<file path="src/rtl/imem_loader.sv">
// imem_loader: receives a byte stream over valid/ready, packs each group of
// four bytes into a 32-bit instruction word and writes the words into the
// instruction memory at word addresses 0, 1, 2, ... .  cpu_hold is high while
// a load is in progress.  done/error report the result of the last load.
//
// Ports:
//   clk, rst            clock, synchronous active-high reset
//   start, word_count   begin a load of word_count words (IDLE/DONE only)
//   abort               end an active load with error
//   in_valid/in_data/in_ready  byte stream handshake
//   mem_we/mem_addr/mem_wdata  instruction-memory write port
//   cpu_hold, done, error, words_loaded  status
//
// Optional build macro IMEM_LOADER_CHECKSUM_EN: after the last word one extra
// byte is accepted and compared against the XOR of all data bytes; a
// mismatch reports error.
module imem_loader #(
  parameter int ADDR_W        = 6,
  parameter bit LITTLE_ENDIAN = 1'b1
) (
  input  logic              clk,
  input  logic              rst,
  input  logic              start,
  input  logic [ADDR_W:0]   word_count,
  input  logic              abort,
  input  logic              in_valid,
  input  logic [7:0]        in_data,
  output logic              in_ready,
  output logic              mem_we,
  output logic [ADDR_W-1:0] mem_addr,
  output logic [31:0]       mem_wdata,
  output logic              cpu_hold,
  output logic              done,
  output logic              error,
  output logic [ADDR_W:0]   words_loaded
);

`ifdef IMEM_LOADER_CHECKSUM_EN
  typedef enum logic [2:0] {IDLE, RECV, WRITE, CHECK, DONE} state_t;
`else
  typedef enum logic [2:0] {IDLE, RECV, WRITE, DONE} state_t;
`endif

  localparam logic [ADDR_W:0] MAX_CNT = {1'b1, {ADDR_W{1'b0}}};

  state_t            state, state_nxt;
  logic              err_nxt;
  logic              hold_nxt;
  logic [ADDR_W:0]   cnt;
  logic [ADDR_W-1:0] addr;
  logic [1:0]        byte_idx;
  logic [1:0]        lane;
  logic [31:0]       asm_word;
  logic [31:0]       word_nxt;
  logic              accept;
  logic              last_word;
  logic              start_ok;
`ifdef IMEM_LOADER_CHECKSUM_EN
  logic [7:0]        xsum;
`endif

  // abort wins over a byte offered in the same cycle
`ifdef IMEM_LOADER_CHECKSUM_EN
  assign in_ready = ((state == RECV) || (state == CHECK)) && !abort;
`else
  assign in_ready = (state == RECV) && !abort;
`endif
  assign accept    = in_valid && in_ready;
  assign start_ok  = start && ((state == IDLE) || (state == DONE));
  // words_loaded has not yet counted the word being written in WRITE
  assign last_word = (words_loaded + (ADDR_W+1)'(1)) == cnt;
  assign lane      = LITTLE_ENDIAN ? byte_idx : ~byte_idx;

  always_comb begin
    word_nxt = asm_word;
    for (int i = 0; i < 4; i++)
      if (lane == i[1:0]) word_nxt[i*8 +: 8] = in_data;
  end

  always_comb begin
    state_nxt = state;
    err_nxt   = error;
    case (state)
      IDLE, DONE: begin
        if (start) begin
          err_nxt = 1'b0;
          if (word_count == '0)          state_nxt = DONE;
          else if (word_count > MAX_CNT) begin
            state_nxt = DONE;
            err_nxt   = 1'b1;
          end
          else                           state_nxt = RECV;
        end
      end
      RECV: begin
        if (abort) begin
          state_nxt = DONE;
          err_nxt   = 1'b1;
        end else if (accept && (byte_idx == 2'd3)) begin
          state_nxt = WRITE;
        end
      end
      WRITE: begin
        if (abort) begin
          state_nxt = DONE;
          err_nxt   = 1'b1;
        end else if (last_word) begin
`ifdef IMEM_LOADER_CHECKSUM_EN
          state_nxt = CHECK;
`else
          state_nxt = DONE;
`endif
        end else begin
          state_nxt = RECV;
        end
      end
`ifdef IMEM_LOADER_CHECKSUM_EN
      CHECK: begin
        if (abort) begin
          state_nxt = DONE;
          err_nxt   = 1'b1;
        end else if (accept) begin
          state_nxt = DONE;
          err_nxt   = (in_data != xsum);
        end
      end
`endif
      default: state_nxt = IDLE;
    endcase
  end

`ifdef IMEM_LOADER_CHECKSUM_EN
  assign hold_nxt = (state_nxt == RECV) || (state_nxt == WRITE) || (state_nxt == CHECK);
`else
  assign hold_nxt = (state_nxt == RECV) || (state_nxt == WRITE);
`endif

  always_ff @(posedge clk) begin
    if (rst) begin
      state        <= IDLE;
      error        <= 1'b0;
      done         <= 1'b0;
      cpu_hold     <= 1'b0;
      mem_we       <= 1'b0;
      mem_addr     <= '0;
      mem_wdata    <= '0;
      words_loaded <= '0;
      cnt          <= '0;
      addr         <= '0;
      byte_idx     <= '0;
      asm_word     <= '0;
`ifdef IMEM_LOADER_CHECKSUM_EN
      xsum         <= '0;
`endif
    end else begin
      // status outputs are registered images of the next state
      state    <= state_nxt;
      error    <= err_nxt;
      done     <= (state_nxt == DONE);
      cpu_hold <= hold_nxt;
      mem_we   <= (state_nxt == WRITE);

      if (start_ok) begin
        cnt          <= word_count;
        words_loaded <= '0;
        addr         <= '0;
        byte_idx     <= '0;
        asm_word     <= '0;
`ifdef IMEM_LOADER_CHECKSUM_EN
        xsum         <= '0;
`endif
      end

      if (accept && (state == RECV)) begin
        byte_idx <= byte_idx + 2'd1;
        asm_word <= word_nxt;
`ifdef IMEM_LOADER_CHECKSUM_EN
        xsum     <= xsum ^ in_data;
`endif
        // present the finished word together with mem_we next cycle
        if (byte_idx == 2'd3) begin
          mem_addr  <= addr;
          mem_wdata <= word_nxt;
        end
      end

      // the write happens even if abort arrives in this cycle, so count it
      if (state == WRITE) begin
        addr         <= addr + ADDR_W'(1);
        words_loaded <= words_loaded + (ADDR_W+1)'(1);
      end
    end
  end

endmodule

</file>
<file path="config.mk">
export PLATFORM = sky130hd
export DESIGN_NAME = imem_loader
export DESIGN_NICKNAME = d
export VERILOG_FILES = /design/src/rtl/imem_loader.sv
export SDC_FILE = /design/constraint.sdc
export NUM_CORES = 1
export LEC_CHECK = 0
export ABC_CLOCK_PERIOD_IN_PS = 2800
export BUFFER_PORTS_ARGS = -buffer_cell sky130_fd_sc_hd__buf_4
export CORE_MARGIN = 2
export CORE_UTILIZATION = 40
export CTS_BUF_LIST = sky130_fd_sc_hd__clkbuf_2
export CTS_CLUSTER_DIAMETER = 50
export DETAILED_ROUTE_END_ITERATION = 10
export MAX_ROUTING_LAYER = met4
export SLEW_MARGIN = 20
export SYNTH_ARGS = -nofsm -noshare
export SYNTH_HDL_FRONTEND = slang
export SYNTH_SLANG_ARGS = --single-unit
</file>
<file path="constraint.sdc">
create_clock -name clk -period 2.8 [get_ports clk]
set_clock_uncertainty 0.1 [all_clocks]
set_input_delay 0.42 -clock clk [delete_from_list [all_inputs] [get_ports clk]]
set_output_delay 0.42 -clock clk [all_outputs]
set_load 0.05 [all_outputs]
</file>
==> results of run 1 <==
## cell type report
| cell class | instances | area share, % |
|---|---|---|
| tap | 133 | 3.47 |
| clock inverter | 5 | 1.77 |
| clock buffer | 11 | 1.15 |
| multi-input combinational | 314 | 42.5 |
| sequential | 91 | 38.0 |
| inverter | 3 | 0.235 |
| timing repair buffer | 79 | 12.9 |
## what timing repair did
item                      in CTS  in global routing
gates resized for setup        0                  0
hold endpoints to repair       6                  0
hold buffers                   6                  0
## sequential cells by signal, indices dropped and copies added (netlist names)
name,count
done,1
byte_idx,2
error,1
state,3
mem_we,1
cnt,7
mem_addr,6
asm_word,24
cpu_hold,1
addr,6
mem_wdata,32
words_loaded,7
## worst min-delay path, stage by stage
cell,delay [ns]
buf_4,0.15
nand2_1,0.06
a21oi_1,0.05
## synth_stat cells, drive strengths merged
| library cell | instances |
|---|---|
| a211oi | 27 |
| or3 | 3 |
| nand4 | 1 |
| nand3b | 5 |
| dfxtp | 91 |
| xnor2 | 7 |
| nand3 | 6 |
| or2 | 1 |
| a21boi | 1 |
| a31oi | 1 |
| clkbuf | 17 |
| and3 | 10 |
| nor3 | 3 |
| or4 | 2 |
| nand4b | 2 |
| buf | 15 |
| a22oi | 25 |
| o21ai | 11 |
| a211o | 1 |
| ha | 6 |
| a21oi | 38 |
| xor2 | 3 |
| and2 | 6 |
| conb | 1 |
| nor4 | 1 |
| and3b | 1 |
| a21o | 1 |
| nand2 | 44 |
| inv | 3 |
| mux2i | 28 |
| nor2 | 75 |
| o211a | 1 |
| o31a | 2 |
| nor4b | 1 |
## layer usage
| metal | share of wire, % | vias up | global-route usage (%) |
|---|---|---|---|
| met1 | 49 | 1565 | 23.4 |
| met3 | 4.3 | 10 | 2.68 |
| met5 | 0 | - | - |
| li1 | - | 1654 | - |
| met4 | 1.0 | 0 | 6.00 |
| met2 | 46 | 78 | 26.5 |
## per-stage QoR
stage | setup slack [ns] | hold WS (ns) | utilization (%) | total power, mW | std cells
floorplan | 0.412 | 0.337 | - | 1.45 | 440
global placement | 0.665 | 0.345 | 46.8 | 1.52 | 614
detailed placement | 0.625 | 0.349 | 46.8 | 1.52 | 614
CTS | 0.358 | 0.00335 | 48.9 | 2.28 | 636
global route | 0.305 | 0.0345 | 48.9 | 2.34 | 636
finish | 0.452 | 0.0568 | 48.9 | 2.26 | 636
## cells by family (layout without fill, tap and decap cells)
| kind of cell | count (synthesis) | in the layout | share of synthesized area [%] |
|---|---|---|---|
| other | 1 | 1 | 0.0927 |
| multiplexers | 28 | 28 | 7.85 |
| buffers and inverters | 35 | 98 | 4.61 |
| AND/OR/NAND/NOR | 161 | 161 | 18.4 |
| AO/OA/AOI/OAI | 108 | 108 | 19.9 |
| flip-flops | 91 | 91 | 45.0 |
| XOR/XNOR | 10 | 10 | 2.35 |
| adder cells (fa/ha/maj) | 6 | 6 | 1.86 |
## where the power goes
group	internal (mW)	total, mW	switching [mW]
registers	1.31	1.32	0.0120
logic	0.0653	0.175	0.110
clock network	0.308	0.757	0.450
## how the worst max path moves through the flow
| stage | startpoint | end | slack, ns | cells after the start |
|---|---|---|---|---|
| after floorplan | words_loaded[0]$_SDFFE_PP0P_ | mem_we$_SDFF_PP0_ | 0.41 | 6 |
| after global placement | abort | mem_wdata[11]$_SDFFE_PP0P_ | 0.66 | 6 |
| after detailed placement | abort | mem_wdata[10]$_SDFFE_PP0P_ | 0.62 | 6 |
| after CTS | state[0]$_SDFF_PP0_ | in_ready | 0.36 | 2 |
| after global routing | state[0]$_SDFF_PP0_ | in_ready | 0.30 | 2 |
| final | state[0]$_SDFF_PP0_ | in_ready | 0.45 | 2 |
==> run summary, run 1 <==
outcome - finished, final reports clean
area delta synth->final - 18.6%
top cells by area, synth - dfxtp_1 (45%), nor2_1 (7.0%), a211oi_2 (6.8%), mux2i_1 (6.2%), a21oi_1 (4.7%)
chip height - 105 um
CTS tree - yes
critical path type - flop to output pin
clk_lat worst skew - 0.52 ns
maximum VDD drop - 0.000218 V
starting density of the core - 41.2%
CP startpoint kind - flop
Gate Count Post-Synth - 440
sequential cell area - 0.00182 mm^2
CP cell instances - nor4b_4 > buf_4
FILL cells - 978
Max Root-Sink Buffers - 2
Slew Limit Fails - 0
worst reg2reg path depth - 6
total track usage - 17.3%
commonest cells after routing, fill and taps aside - dfxtp_1 (91), nor2_1 (75), buf_4 (72)
yosys warns - 0
Area after DPL - 0.00460 mm^2
core area - 0.00982 mm^2
Vias - 3307
Netlist cell types - 43
gr ovfl total - 0
hold endpoint - mem_wdata[27]$_SDFFE_PP0P_
largest net degree at the start of global routing - 63
Hold Crit Start - in_data[3]
Syn Std Cell Area - 0.00405 mm^2
DP HPWL - 6160 um
largest area contributor in the netlist - dfxtp_1
TNS Setup - 0 ns
vias per cell - 5.20
sequential area share after synthesis - 45.0%
CTS H-Tree Depth - 3
Antenna Nets Post-Route - 0
Power Density - 470 mW/mm^2
Critical Path AT - 1.83 ns
fmax - 0.426 GHz
RSZ-0062 raised after global routing - false
Worst Hold Depth - 3
DR iter-0 viols - 159
LEAKAGE - 1.83 nW
multi-input logic area - 0.00204 mm^2
FF-to-FF End - mem_we$_SDFF_PP0_
final hold violations - 0
first-pass GRT wire length - 15000 um
Post-CTS Setup Bufs - 0
layout cells sized above 1 - 23.9%
slowest cell on the critical path - dfxtp_1
wirelength, routed - 9180 um
Slew HR - 52.8%
CP Max Fanout - 8
Hold WC Path Type - primary input to flop
number of core rows - 36
nets@finish - 524
Crit. End Element - output pin
vias in the first global route - 3041
WP buf/inv - 1
RD Place Congestion - 0.830
Clock Sinks - 91
Reg clk slew, reported paths - 0.25 ns
reg2reg start - words_loaded[0]$_SDFFE_PP0P_
CP top delay family - flip-flops
CTS root buf - clkbuf_2
max_cap viols - 0
period utilization - 83.9%
register bit total from synthesis - 91
I/O Pins - 70
CP max stage delay - 0.53 ns
ANT cells - 0
FF-to-FF setup slack - 0.56 ns
die width - 105 um
Buffers on Ports - 69
top-area cell type share of the netlist area - 45.0%
minimum clock period - 2.35 ns
final setup vio count - 0
syn_nets - 466
leading cell type in the layout, fill and taps excluded - dfxtp_1
DR pass1 iterations - 4
CTS buffer count - 9
routed len/inst - 14.4 um
DRC violations left - 0
full die area - 0.0109 mm^2
Slew @ Worst Pin - 0.708 ns
post-route cell area - 0.00480 mm^2
CP required - 2.28 ns
Synth Area per Inst - 9.20 um^2
initial antenna violation count - 0
Power figures use the tool's default switching activity.
==> run 2: changes to the inputs <==
- ABC_CLOCK_PERIOD_IN_PS: 2800 -> 2150
- clock period: 2.8 -> 2.15 ns (I/O delays scaled with it)
==> run 2 against run 1 <==
Worst setup slack got worse by 0.34 ns. Wire length increased by 1.7%. Utilization is 2.2 points higher. Clock power rose by 15%. Power increased by 26%. Combinational power is 45% higher. Clock-buffer cell count decreased by 1. Design area increased by 4.5%. Cell count grew 3.6%. First-iteration DRC count shrank 20%. Worst hold slack better by 0.011 ns. Sequential power rose by 30%. Largest power group unchanged.
==> run summary, run 2 (synthesis results as in run 1) <==
Reg with most FFs - mem_wdata
area delta synth->final - 24.0%
Crit. End Element - flop
Max Root-Sink Buffers - 2
Critical Path AT - 2.44 ns
chip height - 105 um
slowest cell on the critical path - or4_4
critical path type - flop to flop
DP HPWL - 6430 um
leading cell type in the layout, fill and taps excluded - dfxtp_1
CTS H-Tree Depth - 3
CP required - 2.56 ns
first-pass GRT wire length - 15600 um
TNS Setup - 0 ns
vias per cell - 5.06
CTS buffer count - 9
number of core rows - 36
full die area - 0.0109 mm^2
total track usage - 18.3%
period utilization - 94.8%
clk_lat worst skew - 0.56 ns
LEAKAGE - 1.95 nW
layout cells sized above 1 - 27.2%
die width - 105 um
Power Density - 568 mW/mm^2
FILL cells - 984
Clock Sinks - 91
initial antenna violation count - 0
DR pass1 iterations - 5
CP Max Fanout - 7
worst setup margin - 0.112 ns
DRC violations left - 0
CTS root buf - clkbuf_2
Hold WC Path Type - primary input to flop
Buffers on Ports - 69
Reg clk slew, reported paths - 0.24 ns
CP cell instances - ha_2 > and3_1 > nand3_1 > xnor2_1 > or4_4 > a211oi_2
CP max stage delay - 0.52 ns
final hold violations - 0
commonest cells after routing, fill and taps aside - dfxtp_1 (89), buf_4 (85), nor2_1 (68)
largest net degree at the start of global routing - 48
final setup vio count - 0
fmax - 0.491 GHz
multi-input logic area - 0.00207 mm^2
RSZ-0062 raised after global routing - false
post-place setup slack - 0.0672 ns
cell count after placement - 627
Slew Limit Fails - 0
CTS tree - yes
sequential cell area - 0.00183 mm^2
I/O Pins - 70
largest registers - mem_wdata: 32 flops, asm_word: 24 flops
CP startpoint kind - flop
Vias - 3333
Slew HR - 65.4%
Antenna Nets Post-Route - 0
gr ovfl total - 0
Final Non-Filler Cells - 659
DR iter-0 viols - 127
wirelength, routed - 9340 um
max_cap viols - 0
minimum clock period - 2.04 ns
Pwr Total - 2.85 mW
routed len/inst - 14.2 um
RD Place Congestion - 0.791
starting density of the core - 41.2%
vias in the first global route - 3118
number of flip-flops in the largest register - 32
ANT cells - 0
nets@finish - 547
Slew @ Worst Pin - 0.519 ns
outcome - finished, final reports clean
core area - 0.00982 mm^2
maximum VDD drop - 0.000294 V
run 2: what timing repair did:
item | 4_1_cts | 5_1_grt
hold buffers | 15 | 0
endpoints found under the hold margin | 41 | 0
gates resized for setup | 0 | 2
pin swaps | 1 | 0
endpoints found under the setup margin | 1 | 4
setup buffers | 1 | 0
run 2: critical path, delay by kind of cell (launching register included):
kind	cells	cell delay, ns
xor gates and xnor gates	1	0.15
adders and majority gates	1	0.23
DFF	1	0.43
AOI/OAI and AO/OA	1	0.23
and+or+nand+nor	3	0.86
run 2: layer usage:
layer  wire length [um]  track usage, %
met4                115            6.19
met1               4470            24.0
met5                  0               -
met2               4340            27.9
met3                408            3.99
run 2: worst paths after layout:
| kind | cells past startpoint | from | slack (ns) | endpoint |
|---|---|---|---|---|
| worst max-delay path | 6 | words_loaded[0]$_SDFFE_PP0P_ | 0.11 | mem_we$_SDFF_PP0_ |
| worst min-delay path | 4 | start | 0.07 | error$_SDFFE_PP0P_ |
| worst max register to register | 6 | words_loaded[0]$_SDFFE_PP0P_ | 0.11 | mem_we$_SDFF_PP0_ |
| worst min register to register | 2 | mem_wdata[26]$_SDFFE_PP0P_ | 0.37 | mem_wdata[26]$_SDFFE_PP0P_ |
run 2: where the power goes:
| group | total [mW] | internal [mW] | leakage, nW | switching [mW] |
|---|---|---|---|---|
| sequential | 1.72 | 1.71 | 0.736 | 0.0148 |
| combinational | 0.254 | 0.106 | 1.14 | 0.149 |
| clock | 0.871 | 0.273 | 0.0699 | 0.598 |
run 2: metrics by stage:
step	instance area, um^2	hold WS [ns]	utilization [%]
floorplan	4090	0.337	-
global placement	4740	0.347	48.3
detailed placement	4740	0.351	48.3
CTS	5010	0.0351	51.0
global route	5020	0.0507	51.1
finish	5020	0.0680	51.1
run 2: final cells by class:
type                    count  share of cell area [%]
clock buffers              10                   0.998
well taps                 133                    3.32
repair buffers            102                    16.5
inverters                   3                   0.224
multi-input cells         314                    41.3
flip-flops and latches     91                    36.4
clock inverters             6                    1.27
